<file path="config.mk">
export PLATFORM = sky130hd
export DESIGN_NAME = text_line_fetch_ctrl
export DESIGN_NICKNAME = d
export VERILOG_FILES = /design/src/rtl/lcd_text_pkg.sv /design/src/rtl/glyph_shifter.sv /design/src/rtl/text_line_fetch_ctrl.sv
export SDC_FILE = /design/constraint.sdc
export NUM_CORES = 1
export LEC_CHECK = 0
export CAP_MARGIN = 20
export CORE_MARGIN = 2
export CORE_UTILIZATION = 44
export CTS_CLUSTER_DIAMETER = 200
export DETAILED_ROUTE_END_ITERATION = 12
export PLACE_DENSITY = 0.76
export SLEW_MARGIN = 10
export SYNTH_ARGS = -nofsm -noshare
export SYNTH_HDL_FRONTEND = slang
export SYNTH_SLANG_ARGS = --single-unit
</file>
<file path="constraint.sdc">
create_clock -name pixel_clk -period 5.03 [get_ports pixel_clk]
set_input_delay 1.006 -clock pixel_clk [delete_from_list [all_inputs] [get_ports pixel_clk]]
set_output_delay 1.006 -clock pixel_clk [all_outputs]
set_load 0.01 [all_outputs]
</file>
<file path="src/rtl/lcd_text_pkg.sv">
// Shared constants, FSM encodings and the text-row base-address helper for the
// LCD text-mode line fetch path.
package lcd_text_pkg;

    localparam int COLS      = 80;
    localparam int ROWS      = 30;
    localparam int GLYPH_H   = 16;
    localparam int LCD_WIDTH = 640;

    localparam logic [9:0] VIS_LINES = 10'(ROWS * GLYPH_H);

    typedef enum logic [1:0] {
        IDLE  = 2'd0,
        PRIME = 2'd1,
        SHIFT = 2'd2
    } main_state_t;

    typedef enum logic [1:0] {
        PF_IDLE = 2'd0,
        PF_FONT = 2'd1,
        PF_CAPT = 2'd2,
        PF_FULL = 2'd3
    } pf_state_t;

    // trow*80 computed as trow*64 + trow*16.
    function automatic logic [11:0] row_base(input logic [9:0] line_idx);
        return {line_idx[9:4], 6'b000000} + {2'b00, line_idx[9:4], 4'b0000};
    endfunction

endpackage

</file>
<file path="src/rtl/glyph_shifter.sv">
// Glyph row serialiser: an 8-bit shift register fed from a one-entry holding
// register, emitting bit 7 first.
module glyph_shifter (
    input  logic       clk,
    input  logic       rst,
    input  logic       flush,
    input  logic       load,
    input  logic [7:0] glyph,
    input  logic       advance,
    output logic       pix,
    output logic       hold_v,
    output logic       consume,
    output logic       empty,
    output logic       last_bit
);

    logic [7:0] r_sreg;
    logic [7:0] r_hold;
    logic [2:0] r_cnt;
    logic       r_empty;
    logic       r_hold_v;

    // When empty, the first bit comes straight from the holding register so a
    // freshly captured glyph can be written without a bubble cycle.
    assign pix      = r_empty ? r_hold[7] : r_sreg[7];
    assign empty    = r_empty;
    assign hold_v   = r_hold_v;
    assign last_bit = !r_empty && (r_cnt == 3'd7);
    assign consume  = advance && r_hold_v && (r_empty || last_bit);

    always_ff @(posedge clk or posedge rst) begin
        if (rst) begin
            r_sreg   <= 8'd0;
            r_hold   <= 8'd0;
            r_cnt    <= 3'd0;
            r_empty  <= 1'b1;
            r_hold_v <= 1'b0;
        end else if (flush) begin
            r_sreg   <= 8'd0;
            r_hold   <= 8'd0;
            r_cnt    <= 3'd0;
            r_empty  <= 1'b1;
            r_hold_v <= 1'b0;
        end else begin
            if (advance) begin
                if (r_empty) begin
                    r_sreg  <= {r_hold[6:0], 1'b0};
                    r_cnt   <= 3'd1;
                    r_empty <= 1'b0;
                end else if (r_cnt == 3'd7) begin
                    if (r_hold_v) begin
                        r_sreg <= r_hold;
                        r_cnt  <= 3'd0;
                    end else begin
                        r_empty <= 1'b1;
                    end
                end else begin
                    r_sreg <= {r_sreg[6:0], 1'b0};
                    r_cnt  <= r_cnt + 3'd1;
                end
            end
            if (load) begin
                r_hold   <= glyph;
                r_hold_v <= 1'b1;
            end else if (consume) begin
                r_hold_v <= 1'b0;
            end
        end
    end

endmodule

</file>
<file path="src/rtl/text_line_fetch_ctrl.sv">
// Text-mode line scheduler: fetches character codes and glyph rows for each
// visible line, serialises them into pixels and shares the text RAM with a host.
module text_line_fetch_ctrl
    import lcd_text_pkg::*;
#(
    parameter logic [23:0] FG_COLOR = 24'hFFFFFF,
    parameter logic [23:0] BG_COLOR = 24'h000000
) (
    input  logic        pixel_clk,
    input  logic        rst,
    input  logic        line_start,
    input  logic [9:0]  line_idx,
    input  logic        fifo_full,
    output logic        px_wr,
    output logic [23:0] px_data,
    output logic        tr_en,
    output logic        tr_we,
    output logic [11:0] tr_addr,
    output logic [7:0]  tr_wdata,
    input  logic [7:0]  tr_rdata,
    output logic        fr_en,
    output logic [11:0] fr_addr,
    input  logic [7:0]  fr_rdata,
    input  logic        host_req,
    input  logic [11:0] host_addr,
    input  logic [7:0]  host_data,
    output logic        host_ack,
    output logic        line_done,
    output logic        line_overrun
);

    main_state_t r_state, w_state_nx;
    pf_state_t   r_pf, w_pf_nx;

    logic [11:0] r_row_base;
    logic [3:0]  r_line_lo;
    logic [6:0]  r_col;
    logic        r_col_pend;
    logic [9:0]  r_px_cnt;
    logic        r_line_done;
    logic        r_overrun;

    logic        w_ls;
    logic        w_ls_valid;
    logic        w_busy;
    logic        w_pf_issue;
    logic        w_fetch_tr;
    logic [11:0] w_fetch_addr;
    logic        w_grant;
    logic        w_px_wr;
    logic        w_last_px;
    logic        w_load;
    logic        w_pix;
    logic        w_hold_v;
    logic        w_consume;
    logic        w_empty;
    logic        w_last_bit;

    assign w_ls       = line_start && !rst;
    assign w_ls_valid = w_ls && (line_idx < VIS_LINES);
    assign w_busy     = (r_state != IDLE);

    // The first column is read in the line_start cycle itself, straight from the
    // incoming line index, so the first pixel lands three cycles later.
    assign w_pf_issue   = (r_pf == PF_IDLE) && w_busy && r_col_pend && !w_ls;
    assign w_fetch_tr   = w_ls_valid || w_pf_issue;
    assign w_fetch_addr = w_ls_valid ? row_base(line_idx) : (r_row_base + {5'd0, r_col});
    assign w_grant      = host_req && !rst && !w_fetch_tr;

    assign w_load    = (r_pf == PF_CAPT) && !w_ls;
    assign w_px_wr   = w_busy && !w_ls && !fifo_full && (w_hold_v || !w_empty);
    assign w_last_px = w_px_wr && (r_px_cnt == 10'(LCD_WIDTH - 1));

    glyph_shifter u_shifter (
        .clk      (pixel_clk),
        .rst      (rst),
        .flush    (w_ls),
        .load     (w_load),
        .glyph    (fr_rdata),
        .advance  (w_px_wr),
        .pix      (w_pix),
        .hold_v   (w_hold_v),
        .consume  (w_consume),
        .empty    (w_empty),
        .last_bit (w_last_bit)
    );

    always_comb begin
        w_state_nx = r_state;
        w_pf_nx    = r_pf;
        if (w_ls) begin
            w_state_nx = w_ls_valid ? PRIME : IDLE;
            w_pf_nx    = w_ls_valid ? PF_FONT : PF_IDLE;
        end else begin
            case (r_state)
                IDLE:    w_state_nx = IDLE;
                PRIME:   if (w_px_wr) w_state_nx = SHIFT;
                SHIFT:   if (w_last_px) w_state_nx = IDLE;
                default: w_state_nx = IDLE;
            endcase
            case (r_pf)
                PF_IDLE: if (w_pf_issue) w_pf_nx = PF_FONT;
                PF_FONT: w_pf_nx = PF_CAPT;
                PF_CAPT: w_pf_nx = PF_FULL;
                PF_FULL: if (w_consume) w_pf_nx = PF_IDLE;
                default: w_pf_nx = PF_IDLE;
            endcase
        end
    end

    always_ff @(posedge pixel_clk or posedge rst) begin
        if (rst) begin
            r_state     <= IDLE;
            r_pf        <= PF_IDLE;
            r_row_base  <= 12'd0;
            r_line_lo   <= 4'd0;
            r_col       <= 7'd0;
            r_col_pend  <= 1'b0;
            r_px_cnt    <= 10'd0;
            r_line_done <= 1'b0;
            r_overrun   <= 1'b0;
        end else begin
            r_state     <= w_state_nx;
            r_pf        <= w_pf_nx;
            r_line_done <= w_last_px;
            r_overrun   <= w_ls && w_busy;
            if (w_ls) begin
                r_row_base <= row_base(line_idx);
                r_line_lo  <= line_idx[3:0];
                r_col      <= 7'd1;
                r_col_pend <= w_ls_valid;
                r_px_cnt   <= 10'd0;
            end else begin
                if (w_pf_issue) begin
                    r_col <= r_col + 7'd1;
                    if (r_col == 7'(COLS - 1)) r_col_pend <= 1'b0;
                end
                if (w_px_wr) r_px_cnt <= r_px_cnt + 10'd1;
            end
        end
    end

    always_comb begin
        tr_addr  = 12'd0;
        tr_wdata = 8'd0;
        if (w_fetch_tr) begin
            tr_addr = w_fetch_addr;
        end else if (w_grant) begin
            tr_addr  = host_addr;
            tr_wdata = host_data;
        end
    end

    assign tr_en        = w_fetch_tr || w_grant;
    assign tr_we        = w_grant;
    assign host_ack     = w_grant;
    assign fr_en        = (r_pf == PF_FONT) && !w_ls;
    assign fr_addr      = fr_en ? {tr_rdata, r_line_lo} : 12'd0;
    assign px_wr        = w_px_wr;
    assign px_data      = w_px_wr ? (w_pix ? FG_COLOR : BG_COLOR) : 24'd0;
    assign line_done    = r_line_done;
    assign line_overrun = r_overrun;

endmodule

</file>
# --- Yosys cells after proc, flatten, opt, wreduce, memory -nomap -nowiden ---
# Index checks and enable logic that the tools add are counted.
word_totals:
  register_bits: 61
  inputBits: 51
  out_inout_bits: 63
  wordCells: 115
classes:
  addsub: 5
  n_lt_le_gt_ge: 1
  eq_ne: 13
  mux: 45
  n_reduce_logical: 37
ops:
  columns: ["op", "count"]
  rows:
  - ["$mux W8", 9]
  - ["$mux W12", 4]
  - ["$mux W24", 2]
  - ["$mux W10", 2]
  - ["$logic_and A1 B1 Y1", 17]
  - ["$mux W3", 5]
  - ["$mux W7", 2]
  - ["$mux W1", 13]
  - ["$add A12 B10 Y12", 1]
  - ["$add A12 B7 Y12", 1]
  - ["$mux W2", 6]
  - ["$add A10 B1 Y10 const B", 1]
  - ["$eq A10 B10 Y1 const B", 1]
  - ["$lt A10 B9 Y1 const B", 1]
  - ["$reduce_bool A2 Y1", 5]
  - ["$pmux W2 S4", 1]
  - ["$reduce_and A2 Y1", 4]
  - ["$add A7 B1 Y7 const B", 1]
  - ["$eq A7 B7 Y1 const B", 1]
  - ["$eq A2 B2 Y1 const B", 3]
  - ["$ne A3 B2 Y1 const B", 2]
  - ["$ne A3 B3 Y1 const B", 2]
  - ["$logic_not A1 Y1", 5]
  - ["$eq A2 B1 Y1 const B", 2]
  - ["7 further kinds", 10]

# --- Logic depth before layout (Yosys ltp) ---
logic_depth:
  ltp_word: 11
  mapped_depth: 7
  mapped_depth_nobuf: 7

# --- Modules after synthesis ---
# Synthesis repeated with hierarchy kept, for this count alone.
hier_totals:
  cells_unflattened: 398
  hier_area_um2: 3832.4
by_module_without_submodules:
  columns: ["module", "n_inst", "cells_per_inst", "area_per_inst_um2", "seq_area_each_um2"]
  rows:
  - ["text_line_fetch_ctrl", 1, 300, 2748.9, 900.9]
  - ["glyph_shifter", 1, 98, 1083.5, 526.8]

# --- Worst setup path before layout ---
# No wires, ideal clock.
synth_path:
  kind: "input to output"
  start: "input port line_start"
  end: "output port px_data[10]"
  arrival_time_ps: 2858
  t_required_ps: 4024
  setup_slack_ps: 1166
  stages: 4
  path_cell_list: "nor2b_1 > or4_4 > nor2_1 > buf_4"
synth_between:
  elab_chain_len: 6
synth_rtl:
  columns: ["item", "line_no", "source"]
  rows:
  - ["from (decl)", "text_line_fetch_ctrl.sv:11", "input logic line_start,"]
  - ["$logic_and A1 B1 Y1", "text_line_fetch_ctrl.sv:59", "assign w_ls = line_start && !rst;"]
  - ["$logic_not A1 Y1", "text_line_fetch_ctrl.sv:71", "assign w_px_wr = w_busy && !w_ls && !fifo_full && (w_hold_v || !w_empty);"]
  - ["$logic_and A1 B1 Y1 (3 in series)", "text_line_fetch_ctrl.sv:71", null]
  - ["$mux W24", "text_line_fetch_ctrl.sv:160", "assign px_data = w_px_wr ? (w_pix ? FG_COLOR : BG_COLOR) : 24'd0;"]
  - ["to (decl)", "text_line_fetch_ctrl.sv:15", "output logic [23:0] px_data,"]
# No other way between the ends.

# --- Final worst setup path ---
layout_path:
  start: "input port line_start"
  end: "output port px_data[11]"
# The elaborated chain is that of the path after synthesis.

==> flow_summary.json <==
{
  "yosys.area.top_type": "dfrtp_1",
  "die_h_um": 95.7,
  "worst_ep_required_time_ns": 4.02,
  "first_iter_violations": 176,
  "hold_viol_final": 0,
  "switching_share": 0.324,
  "synth_commonest_cells": "nand2_1, dfrtp_1, nor2_1, mux2i_1, a21oi_1",
  "grt-ovfl-total": 0,
  "p_comb_frac": 0.329,
  "clock-sinks": 57,
  "tightest_slew_ns": 0.708,
  "via_count": 3325,
  "grt_pass1_vias": 3234,
  "wl_mm": 9.00,
  "drc": 0,
  "ys.flop_type": "dfrtp_1",
  "slew-limit-headroom": 0.522,
  "p_leak_nw": 2.13,
  "yosysSeqAreaShare": 0.386,
  "seq_power_share": 0.378,
  "hold_class": "register to register",
  "syn2layout_area_growth_pct": 34.4,
  "clkPwrFrac": 0.294,
  "vias_per_cell": 5.45,
  "ctsRootBufferMaster": "clkbuf_8",
  "synth_cell_types": 48,
  "setup_viol": 0,
  "top_layer": "met4",
  "dr_wl_met3_um": 519,
  "grt_use_total": 0.209,
  "cts_tree": "yes",
  "multiInputGateArea_um2": 1950,
  "wl_met1_mm": 3.89,
  "first_pass_iters": 4,
  "drive_above_1_share": 0.0653,
  "power_density_nw_per_um2": 335,
  "synth_area_leaders": "dfrtp_1, mux2i_1, nand2_1",
  "die_area_um2": 9150,
  "post-cts-setup-buffer-count": 0,
  "cts_inserted_buffers": 9,
  "gp_congestion": 0.886,
  "postRouteAntennaNets": 0,
  "syn_area_per_cell_um2": 8.93,
  "finClkSkew_ns": 0.00682,
  "finalMaxSlewViolations": 0,
  "ir_worst_vdd_uv": 177,
  "crit_path_end_kind": "output port",
  "fp-row-count": 33,
  "grt_pass1_wl_mm": 14.8,
  "crit_arrival_ns": 3.40,
  "whs_ns": 0.481,
  "grt_setup_unrepaired": "false",
  "fmax_ghz": 0.227,
  "dr_wl_met2_mm": 4.43,
  "final.setup.tns_ns": 0,
  "netlist_area_um2": 3700,
  "post-synth-top-count-cell": "nand2_1",
  "cts.repair.resized": 0,
  "status": "finished clean",
  "clk_path_buf_depth": 2,
  "fin_nets": 569,
  "dpl.hpwl_mm": 6.62,
  "synth_edf_count": 0,
  "p_switching_w": 0.000541,
  "routedWlPerCell_um": 14.7,
  "antenna_cells": 0,
  "critPathKind": "input port to output port",
  "io_pins": 114,
  "synth.top_cell.area_share": 0.379,
  "fin_util": 0.608,
  "start_util": 0.452,
  "crit_fanout": 24,
  "synth_seq_cells": 57,
  "maxCapViolCount": 0,
  "clk_pin_slew_ns": 0.06,
  "yosys_warnings": 0,
  "die_w_um": 95.7,
  "antenna_found_initial": 0,
  "syn-num-nets": 483,
  "period_needed_ns": 4.41,
  "period_share": 0.876,
  "grt_max_degree": 51,
  "worstSkewPairLatency_ns": 0.34,
  "io_buffer_count": 113,
  "start_kind": "input port",
  "core-area_um2": 8180,
  "htreeDepth": 3,
  "async_reset_ff_frac": 1.00,
  "synthCells": 414,
  "internal_power_w": 0.00113,
  "seqCellArea_um2": 1430,
  "hold_buffers": 0,
  "fill_cells": 687
}
path summary, 6_finish.rpt:
check	start	endpoint	slack, ns	cells past startpoint
max	line_start	px_data[11]	0.62	5
min reg2reg	r_line_lo[3]	r_line_lo[3]	0.48	2
max in group asynchronous	rst	r_row_base[5]	3.09	3
min in group asynchronous	rst	r_row_base[10]	1.11	2
min	r_line_lo[3]	r_line_lo[3]	0.48	2
max reg2reg	u_shifter.r_cnt[0]	r_pf[0]	2.55	6
final cells by class:
class | count | area share
Tap cell | 105 | 0.0264
Clock buffer | 11 | 0.0305
Timing Repair Buffer | 120 | 0.238
Multi-Input combinational cell | 300 | 0.393
Sequential cell | 57 | 0.287
Inverter | 12 | 0.00906
Clock inverter | 5 | 0.0156
flip-flops by register name, summed over array words and instances (netlist names):
name and count:
r_row_base 8, u_shifter.r_cnt 3, r_state 2, r_col_pend 1, line_done 1, line_overrun 1, u_shifter.hold_v 1, r_col 7
r_pf 2, u_shifter.r_hold 8, u_shifter.r_sreg 8, r_line_lo 4, u_shifter.empty 1, r_px_cnt 10
cells in the final DEF (no fill, tap or decap), types with 4 or more instances in the layout:
master           instances
mux2i_1                 29
clkbuf_8                11
and2_1                   4
xor2_1                   5
and3_1                  21
a22o_1                   5
xnor2_1                  7
clkdlybuf4s50_1        113
nand3_1                 16
nor2_1                  31
inv_1                   11
ha_1                    16
nand2_1                 61
or3_1                   10
dfrtp_1                 56
a21o_1                   6
a21oi_1                 27
nor2b_1                  4
buf_4                    7
o21ai_0                 15
nand2b_1                 4
worst max-delay path, cell delays in order:
cell and delay [ns]:
clkdlybuf4s50_1 0.45, nor2b_2 0.19, or4_4 0.50, nor2_2 0.57, clkdlybuf4s50_1 0.68
per-layer routing:
metal | track usage | up-vias
met3 | 0.0585 | 17
li1 | - | 1593
met5 | 0 | -
met1 | 0.252 | 1607
met4 | 0.0726 | 0
met2 | 0.357 | 108
metrics by stage:
| stage | instance area (um2) | setup WS, ns | total power, W | std cells |
|---|---|---|---|---|
| 2_1_floorplan | 3700 | 1.17 | 0.000970 | 414 |
| 3_3_place_gp | 4740 | 0.335 | 0.00116 | 594 |
| 3_5_place_dp | 4740 | 0.214 | 0.00118 | 594 |
| 4_1_cts | 4970 | 0.208 | 0.00168 | 610 |
| 5_1_grt | 4970 | 0.478 | 0.00177 | 610 |
| 6_report | 4970 | 0.625 | 0.00167 | 610 |
power groups by stage:
stage / Combinational (W) / Clock [W] / Sequential (W)
detailed placement: 0.000548 / 0 / 0.000636
CTS: 0.000553 / 0.000496 / 0.000628
floorplan: 0.000367 / 0 / 0.000603
global route: 0.000611 / 0.000515 / 0.000644
finish: 0.000548 / 0.000489 / 0.000629
global placement: 0.000532 / 0 / 0.000633
kinds of logic after synthesis:
group,after synthesis,synth area share
simple gates,167,0.221
compound gates,73,0.131
buf+inv,57,0.0870
flops,57,0.386
mux,30,0.0816
fa+ha+maj,18,0.0650
xor+xnor,12,0.0284
Note: power is estimated with default switching activity, not from simulation.
